[src/rtl/inv_broadcast_arbiter_pkg.sv]
// Shared types for the instruction-invalidation broadcast path.
package inv_broadcast_arbiter_pkg;

  localparam int INV_ADDR_W = 30;

  typedef logic [INV_ADDR_W-1:0] inv_addr_t;

  typedef enum logic [1:0] {
    IDLE  = 2'd0,
    DRAIN = 2'd1,
    ACK   = 2'd2,
    WAIT  = 2'd3
  } inv_fence_state_t;

endpackage

[src/rtl/inv_broadcast_arbiter_rr.sv]
// Round-robin single-grant arbiter. The search starts at the pointer, and the
// pointer moves past the winner whenever a grant is issued.
module inv_rr_arbiter #(
  parameter int NUM_SOURCES = 2
) (
  input  logic                   clk,
  input  logic                   rst,
  input  logic                   enable,
  input  logic [NUM_SOURCES-1:0] request,
  output logic [NUM_SOURCES-1:0] grant
);

  localparam int PTR_W = (NUM_SOURCES > 1) ? $clog2(NUM_SOURCES) : 1;

  logic [PTR_W-1:0] ptr_reg;
  int               sel_idx;
  int               cand_idx;

  // Walk from the farthest candidate back to the pointer so the nearest requester wins.
  always_comb begin
    grant    = '0;
    sel_idx  = 0;
    cand_idx = 0;
    if (enable) begin
      for (int i = NUM_SOURCES - 1; i >= 0; i--) begin
        cand_idx = (int'(ptr_reg) + i) % NUM_SOURCES;
        if (request[cand_idx]) begin
          grant          = '0;
          grant[cand_idx] = 1'b1;
          sel_idx        = cand_idx;
        end
      end
    end
  end

  always_ff @(posedge clk) begin
    if (rst) begin
      ptr_reg <= '0;
    end else if (|grant) begin
      ptr_reg <= PTR_W'((sel_idx + 1) % NUM_SOURCES);
    end
  end

endmodule

[src/rtl/inv_broadcast_arbiter.sv]
// Queues invalidation requests from several sources and broadcasts each entry
// to all sinks, retiring it once every sink has accepted; includes a drain fence.
module inv_broadcast_arbiter
  import inv_broadcast_arbiter_pkg::*;
#(
  parameter int NUM_SOURCES = 2,
  parameter int NUM_SINKS   = 2,
  parameter int QUEUE_DEPTH = 4
) (
  input  logic                                   clk,
  input  logic                                   rst,
  input  logic [NUM_SOURCES-1:0][INV_ADDR_W-1:0] src_inv_addr,
  input  logic [NUM_SOURCES-1:0]                 src_inv_valid,
  output logic [NUM_SOURCES-1:0]                 src_inv_ready,
  output logic [INV_ADDR_W-1:0]                  sink_inv_addr,
  output logic [NUM_SINKS-1:0]                   sink_inv_valid,
  input  logic [NUM_SINKS-1:0]                   sink_inv_ready,
  input  logic [NUM_SINKS-1:0]                   sink_inv_outstanding,
  output logic                                   inv_completed,
  output logic                                   inv_outstanding,
  input  logic                                   fence_req,
  output logic                                   fence_ack
);

  localparam int PTR_W = $clog2(QUEUE_DEPTH);
  localparam int CNT_W = $clog2(QUEUE_DEPTH) + 1;

  inv_addr_t        fifo_mem [QUEUE_DEPTH];
  logic [PTR_W-1:0] rd_ptr_reg;
  logic [PTR_W-1:0] wr_ptr_reg;
  logic [CNT_W-1:0] count_reg;
  logic [NUM_SINKS-1:0] accepted_mask_reg;
  logic [NUM_SINKS-1:0] accepted_mask_next;
  logic             inv_completed_reg;
  logic             ready_en_reg;
  inv_fence_state_t fence_state_reg;

  logic      fifo_empty;
  logic      fifo_full;
  logic      src_enable;
  logic      push;
  logic      pop;
  inv_addr_t push_addr;

  assign fifo_empty = (count_reg == '0);
  assign fifo_full  = (count_reg == CNT_W'(QUEUE_DEPTH));

  // Full is judged on the registered count, so a same-cycle pop never frees a slot.
  assign src_enable = ready_en_reg & ~rst & ~fifo_full & (fence_state_reg == IDLE);

  inv_rr_arbiter #(
    .NUM_SOURCES(NUM_SOURCES)
  ) u_rr (
    .clk    (clk),
    .rst    (rst),
    .enable (src_enable),
    .request(src_inv_valid),
    .grant  (src_inv_ready)
  );

  assign push = |src_inv_ready;

  always_comb begin
    push_addr = '0;
    for (int i = 0; i < NUM_SOURCES; i++) begin
      if (src_inv_ready[i]) push_addr = src_inv_addr[i];
    end
  end

  assign sink_inv_addr      = fifo_mem[rd_ptr_reg];
  assign sink_inv_valid     = (rst | fifo_empty) ? '0 : ~accepted_mask_reg;
  assign accepted_mask_next = accepted_mask_reg | (sink_inv_valid & sink_inv_ready);
  assign pop                = ~fifo_empty & (&accepted_mask_next);

  assign inv_completed   = inv_completed_reg & ~rst;
  assign fence_ack       = (fence_state_reg == ACK) & ~rst;
  assign inv_outstanding = ~fifo_empty | (|sink_inv_outstanding) | inv_completed_reg;

  always_ff @(posedge clk) begin
    if (push) fifo_mem[wr_ptr_reg] <= push_addr;
  end

  always_ff @(posedge clk) begin
    if (rst) begin
      rd_ptr_reg        <= '0;
      wr_ptr_reg        <= '0;
      count_reg         <= '0;
      accepted_mask_reg <= '0;
      inv_completed_reg <= 1'b0;
      ready_en_reg      <= 1'b0;
    end else begin
      ready_en_reg      <= 1'b1;
      inv_completed_reg <= pop;
      accepted_mask_reg <= pop ? '0 : accepted_mask_next;
      if (push) wr_ptr_reg <= wr_ptr_reg + 1'b1;
      if (pop)  rd_ptr_reg <= rd_ptr_reg + 1'b1;
      count_reg <= count_reg + CNT_W'(push) - CNT_W'(pop);
    end
  end

  // A falling request during the drain abandons the fence without acknowledging.
  always_ff @(posedge clk) begin
    if (rst) begin
      fence_state_reg <= IDLE;
    end else begin
      unique case (fence_state_reg)
        IDLE:  if (fence_req) fence_state_reg <= DRAIN;
        DRAIN: begin
          if (!fence_req)
            fence_state_reg <= IDLE;
          else if (fifo_empty && !(|sink_inv_outstanding))
            fence_state_reg <= ACK;
        end
        ACK:   fence_state_reg <= fence_req ? WAIT : IDLE;
        WAIT:  if (!fence_req) fence_state_reg <= IDLE;
        default: fence_state_reg <= IDLE;
      endcase
    end
  end

endmodule

[config.mk]
export PLATFORM = sky130hd
export DESIGN_NAME = inv_broadcast_arbiter
export DESIGN_NICKNAME = d
export VERILOG_FILES = /design/src/rtl/inv_broadcast_arbiter_pkg.sv /design/src/rtl/inv_broadcast_arbiter_rr.sv /design/src/rtl/inv_broadcast_arbiter.sv
export SDC_FILE = /design/constraint.sdc
export NUM_CORES = 1
export LEC_CHECK = 0
export BUFFER_PORTS_ARGS = -buffer_cell sky130_fd_sc_hd__buf_4
export CORE_AREA = 5 5 143 145
export CTS_BUF_LIST = sky130_fd_sc_hd__clkbuf_8 sky130_fd_sc_hd__clkbuf_16
export CTS_CLUSTER_DIAMETER = 100
export DETAILED_ROUTE_END_ITERATION = 6
export DIE_AREA = 0 0 148 150
export PLACE_DENSITY = 0.58
export SYNTH_ARGS = -nofsm -noshare
export SYNTH_HDL_FRONTEND = slang
export SYNTH_SLANG_ARGS = --single-unit
[constraint.sdc]
create_clock -name clk -period 2.55 [get_ports clk]
set_clock_uncertainty 0.05 [all_clocks]
set_input_delay 0.255 -clock clk [delete_from_list [all_inputs] [get_ports clk]]
set_output_delay 0.255 -clock clk [all_outputs]
set_load 0.02 [all_outputs]
==> results of run 1 <==
-- cell usage in the layout (no fill, tap or decap), types with 3 or more instances in the layout --
cell type / n
edfxtp_1: 120
buf_4: 112
nor2_1: 35
a32oi_1: 30
mux4_2: 30
clkbuf_16: 17
dfxtp_1: 15
inv_1: 10
a21oi_1: 6
ha_1: 6
nand2_1: 5
clkinv_4: 5
buf_12: 5
nor3_1: 4
and2_2: 3
nor2b_1: 3
bufinv_16: 3
-- area by class of cell --
class	instances	area share
clock inverters	15	0.0245
repair buffers	117	0.129
multi-input cells	151	0.207
well taps	238	0.0407
clock buffers	17	0.0582
inverters	9	0.00462
flip-flops and latches	136	0.537
-- cells in the mapped netlist --
master,n
edfxtp_1,120
nor2_1,35
a32oi_1,30
mux4_2,30
dfxtp_1,16
clkbuf_1,14
inv_1,8
buf_2,7
a21oi_1,6
ha_1,6
nand2_1,5
and2_1,4
nor3_1,4
nor2b_1,3
nand2b_1,2
nor3b_1,2
or3_1,2
xnor2_1,2
a21boi_1,1
a311oi_1,1
a31oi_1,1
and3_1,1
and3_4,1
fa_1,1
inv_2,1
mux2i_1,1
nand3b_1,1
nand4_1,1
nor3_2,1
nor4b_4,1
o21ai_0,1
o21bai_1,1
o22ai_1,1
o311a_1,1
o31ai_1,1
o31ai_2,1
or2_2,1
or3b_1,1
or4_1,1
-- power by group through the flow --
stage	Combinational (mW)	Clock [mW]	Sequential, mW
2_1_floorplan	0.675	0	2.62
3_3_place_gp	1.10	0	2.62
3_5_place_dp	1.12	0	2.63
4_1_cts	1.12	2.51	2.59
5_1_grt	1.19	2.62	2.60
6_report	1.09	2.46	2.59
-- metrics by stage --
step / setup slack, ps / power [mW] / area, µm² / utilization / hold WS (ps)
floorplan: 344 / 3.29 / 5550 / - / 351
global placement: 291 / 3.73 / 6710 / 0.352 / 427
detailed placement: 195 / 3.75 / 6710 / 0.352 / 435
CTS: 189 / 6.22 / 7310 / 0.383 / 45.1
global route: 5.53 / 6.40 / 7310 / 0.383 / 57.6
finish: 203 / 6.13 / 7310 / 0.383 / 61.8
-- cell families (layout without fill, tap and decap cells) --
kind of cell / after synthesis / after routing
adders and majority gates: 7 / 7
xor gates and xnor gates: 2 / 2
buffers and inverters: 30 / 158
and+or+nand+nor: 66 / 66
AOI/OAI and AO/OA: 45 / 45
muxes: 31 / 31
DFF: 136 / 136
-- how the worst min path moves through the flow --
stage                                     from                              end  cells after the start  slack, ps
floorplan                            fence_req  fence_state_reg[0]$_SDFFE_PP0P_                      1        350
global placement    rd_ptr_reg[1]$_SDFFE_PP0P_       rd_ptr_reg[1]$_SDFFE_PP0P_                      2        430
detailed placement  rd_ptr_reg[1]$_SDFFE_PP0P_       rd_ptr_reg[1]$_SDFFE_PP0P_                      2        430
CTS                                  fence_req  fence_state_reg[0]$_SDFFE_PP0P_                      2         50
global route                         fence_req  fence_state_reg[0]$_SDFFE_PP0P_                      2         60
finish                               fence_req  fence_state_reg[0]$_SDFFE_PP0P_                      2         60
-- worst max-delay path: cells and delay by family (launching register included) --
kind | cells | cell delay [ps]
buffers and inverters | 2 | 90
and+or+nand+nor | 3 | 740
xor gates and xnor gates | 1 | 160
DFF | 1 | 360
adders and majority gates | 3 | 830
-- routing by layer --
layer | track usage | up-vias | routed length, µm
met5 | 0 | - | 0
met4 | 0.0425 | 0 | 144
met3 | 0.0379 | 16 | 771
met2 | 0.206 | 84 | 6850
met1 | 0.141 | 1718 | 5100
li1 | - | 1521 | -
==> flow_summary.ini, run 1 <==
[status]
status = complete, no violations

[global_routing]
grt_antenna_before_repair = 0
grt_max_degree = 34
grt_pass1_wl_um = 19900
grt_pass1_vias = 3599
grt-ovfl-total = 0
track_usage = 0.120

[route]
vias = 3339
ant_nets = 0
first_pass_iters = 4
avgRoutedWirePerCell_um = 18.8
wl_um = 12900
viasPerCell = 4.89
drt_drc_violations_left = 0
drt_iter0_drc = 136

[worst_setup_path]
slowest_delay_ps = 400
cp-start-kind = flop
endpoint = count_reg[2]$_SDFF_PP0_
path_cells = nor4b_4 -> and3_4 -> inv_2 -> ha_1 -> inv_1 -> ha_1 -> fa_1 -> xnor2_1 -> nor2_1
crit_fanout = 6
cp.required_ps = 2800
path_common_cell = ha_1
crit_type = reg2reg
crit_slowest_cell = nor4b_4
rrSetupSlack_ps = 200
reg2reg_from = fence_state_reg[1]$_SDFFE_PP0P_
critPathArrivalTime_ps = 2600
r2r-end = count_reg[2]$_SDFF_PP0_
reg2reg_depth = 9
crit_path_start = fence_state_reg[1]$_SDFFE_PP0P_
end_kind = flop

[timing]
rsz0062_at_grt = false
fin_crit_sh = 0.920
finalSetupTns_ps = 0
setup_viol = 0
worst_pin_slew_ps = 557
finalCriticalPeriod_ps = 2350
hold_viol = 0
drv_slew = 0
max_slew_margin = 0.626
clock.fmax_ghz = 0.426

[synthesis]
yosys.area_share.simple = 0.0616
yosys.area_share.adder = 0.0171
yosysUniqueCellTypes = 39
synth_seq_cells = 136
synth_xor_area_frac = 0.00316
synth_top_area_frac = 0.649
synthCells = 317
synth_mux_area_frac = 0.124
synth_area_leader_cell = edfxtp_1
synth_compound_area_frac = 0.0656
syn_area_per_cell_um2 = 17.5
syn_nets = 393
syn_area_um2 = 5550
yosysWarnings = 0
yosys-top-cells-area = edfxtp_1 (65%), mux4_2 (12%), dfxtp_1 (5.8%)
ys_seq_area_frac = 0.707
synth_top_family_by_area = multiplexers

[clock_tree]
cts_setup_buffers = 0
post_cts_resized = 0
cts_made_buffers = 17
hold_buffers = 0
clockBufferDepth = 2
clk_latency_ps = 410
cts_tree = yes
htree_levels = 4
root_buffer = clkbuf_16
path_clk_slew_ps = 50
cts.sinks = 136

[floorplanning]
start_util = 0.291
num_rows = 51
io_pins = 106
die_h_um = 150
dieArea_um2 = 22200
die_w_um = 148
coreArea_um2 = 19100

[final_layout]
syn_to_final_growth_pct = 31.8
multi_input_area_um2 = 1510
ff_latch_area_um2 = 3930
fin_nets = 508
largest_reg_flops = 120
n_antenna_cell = 0
nFillCells = 1777
layout.cells.non_filler = 683
drive_above_1_share = 0.422

[flow_run]
cap_violations = 0

[placement]
dp_hpwl_um = 8470
place.gp.congestion = 0.739
port_buffers = 105
dp_cells = 651

[power]
switching_share = 0.254
seqPwrFrac = 0.421
p_comb_frac = 0.178
p_int_mw = 4.57
p_clk_frac = 0.400
peakVddDrop_v = 0.000462
switchingPower_mw = 1.56
power_density_nw_per_um2 = 839
leakage_nw = 2.56

[worst_hold_path]
holdCritPathClass = in2reg
Note: power is estimated with default switching activity, not from simulation.
==> run 2, diff against run 1 <==
CORE_AREA = 5 5 112 114   (was 5 5 143 145)
DIE_AREA = 0 0 117 119   (was 0 0 148 150)
GPL_ROUTABILITY_DRIVEN = 0   (was default)
PLACE_DENSITY = 0.82   (was 0.58)
==> run 2 against run 1 <==
Cell area shrank 1.8%. First-iteration DRC count up 23%. Total power decreased by 0.32%. Die area shrank 37%. Clock power hardly changed. Maximum frequency is 2.3% higher. Critical endpoint unchanged. Largest power group unchanged. Highest routed layer unchanged.
==> flow_summary.ini, run 2 (same netlist as run 1, synthesis figures left out) <==
[placement]
dp_cells = 558
port_buffers = 105
dp_hpwl_um = 7500
dp_slack_ps = 218

[timing]
worst_pin_slew_ps = 523
fin_crit_sh = 0.900
setup_viol = 0
rsz0062_at_grt = false
fin_ws_ps = 256
clock.fmax_ghz = 0.436
finalSetupTns_ps = 0
drv_slew = 0
finalCriticalPeriod_ps = 2290
max_slew_margin = 0.651
hold_viol = 0

[worst_setup_path]
crit_fanout = 6
crit_slowest_cell = fa_1
rrSetupSlack_ps = 260
cp.depth = 9
crit_type = reg2reg
reg2reg_depth = 9
cp-start-kind = flop
cp.required_ps = 2790
reg2reg_from = fence_state_reg[1]$_SDFFE_PP0P_
crit_buf_inv = 2
path_cells = nor4b_4 -> and3_4 -> inv_2 -> ha_1 -> inv_1 -> ha_1 -> fa_1 -> xnor2_1 -> nor2_1
crit_family = adder cells
slowest_delay_ps = 370
critPathArrivalTime_ps = 2530
path_common_cell = ha_1
r2r-end = count_reg[2]$_SDFF_PP0_
end_kind = flop

[global_routing]
track_usage = 0.180
grt-ovfl-total = 0
grt_pass1_wl_um = 18700
grt_max_degree = 34
grt_antenna_before_repair = 0
grt_pass1_vias = 3512

[clock_tree]
path_clk_slew_ps = 60
htree_levels = 4
root_buffer = clkbuf_16
cts_setup_buffers = 0
post_cts_resized = 0
hold_buffers = 0
clockBufferDepth = 2
cts_made_buffers = 17
clk_latency_ps = 400
cts.sinks = 136
cts_tree = yes

[final_layout]
n_antenna_cell = 0
fin_nets = 510
layout_common_cells = edfxtp_1 (120), buf_4 (117), nor2_1 (35), a32oi_1 (30), mux4_2 (30)
nFillCells = 800
drive_above_1_share = 0.432
layout.cells.non_filler = 590
largest_reg_flops = 120
final_common_cell = edfxtp_1
syn_to_final_growth_pct = 29.4

[floorplanning]
num_rows = 39
coreArea_um2 = 11300
io_pins = 106
dieArea_um2 = 13900
start_util = 0.490
die_h_um = 119
die_w_um = 117

[route]
drt_iter0_drc = 167
avgRoutedWirePerCell_um = 20.1
drt_drc_violations_left = 0
vias = 3313
first_pass_iters = 5
wl_um = 11900
ant_nets = 0
viasPerCell = 5.62

[power]
peakVddDrop_v = 0.000516
power_density_nw_per_um2 = 851
leakage_nw = 2.56

[worst_hold_path]
hold_end = fence_state_reg[0]$_SDFFE_PP0P_
hp-start = fence_req
holdCritPathClass = in2reg
whs_path_depth = 2

[status]
status = complete, no violations

[flow_run]
cap_violations = 0
-- run 2: changes by cell type in the layout (fill, tap and decap cells not counted), moves of 2 or more --
cell / delta
clkinvlp_4: +2
buf_4: +5
buf_12: -3
clkinv_4: -3
-- run 2: area by class of cell --
type	count	area [µm²]	share of cell area
well taps	143	179	0.0249
repair buffers	119	918	0.128
flip-flops and latches	136	3930	0.547
clock inverters	15	178	0.0247
clock buffers	17	425	0.0592
multi-input cells	151	1520	0.212
inverters	9	33.8	0.00470
-- run 2: per-layer routing --
layer / routed length (µm) / up-vias / track usage
li1: - / 1524 / -
met1: 4580 / 1656 / 0.230
met2: 6340 / 125 / 0.298
met3: 891 / 8 / 0.0487
met4: 86 / 0 / 0.0559
met5: 0 / - / 0
-- run 2: per-stage QoR --
step                hold slack (ps)  instance area, µm²  power, mW   util
floorplan                       351                5550       3.29      -
global placement                418                6580       3.69  0.581
detailed placement              417                6580       3.72  0.581
CTS                            52.8                7180       6.17  0.634
global route                   63.9                7180       6.36  0.634
finish                         70.7                7180       6.11  0.634
-- run 2: worst reg2reg max path: cells and delay by family (launching register included) --
family / cells / cell delay (ps)
buffers and inverters: 2 / 100
DFF: 1 / 350
xor gates and xnor gates: 1 / 160
and+or+nand+nor: 3 / 700
adders and majority gates: 3 / 820
-- run 2: how the worst max path moves through the flow --
stage,from,to,slack (ps)
floorplan,rst,count_reg[2]$_SDFF_PP0_,340
global placement,rst,count_reg[2]$_SDFF_PP0_,260
detailed placement,rst,count_reg[2]$_SDFF_PP0_,220
CTS,flop,sink_inv_addr[14],240
global route,fence_state_reg[1]$_SDFFE_PP0P_,count_reg[2]$_SDFF_PP0_,100
finish,fence_state_reg[1]$_SDFFE_PP0P_,count_reg[2]$_SDFF_PP0_,260
-- run 2: power by group --
part,switching [mW],internal (mW),total (mW)
Sequential,0.0595,2.53,2.59
Clock,0.910,1.54,2.45
Combinational,0.572,0.499,1.07
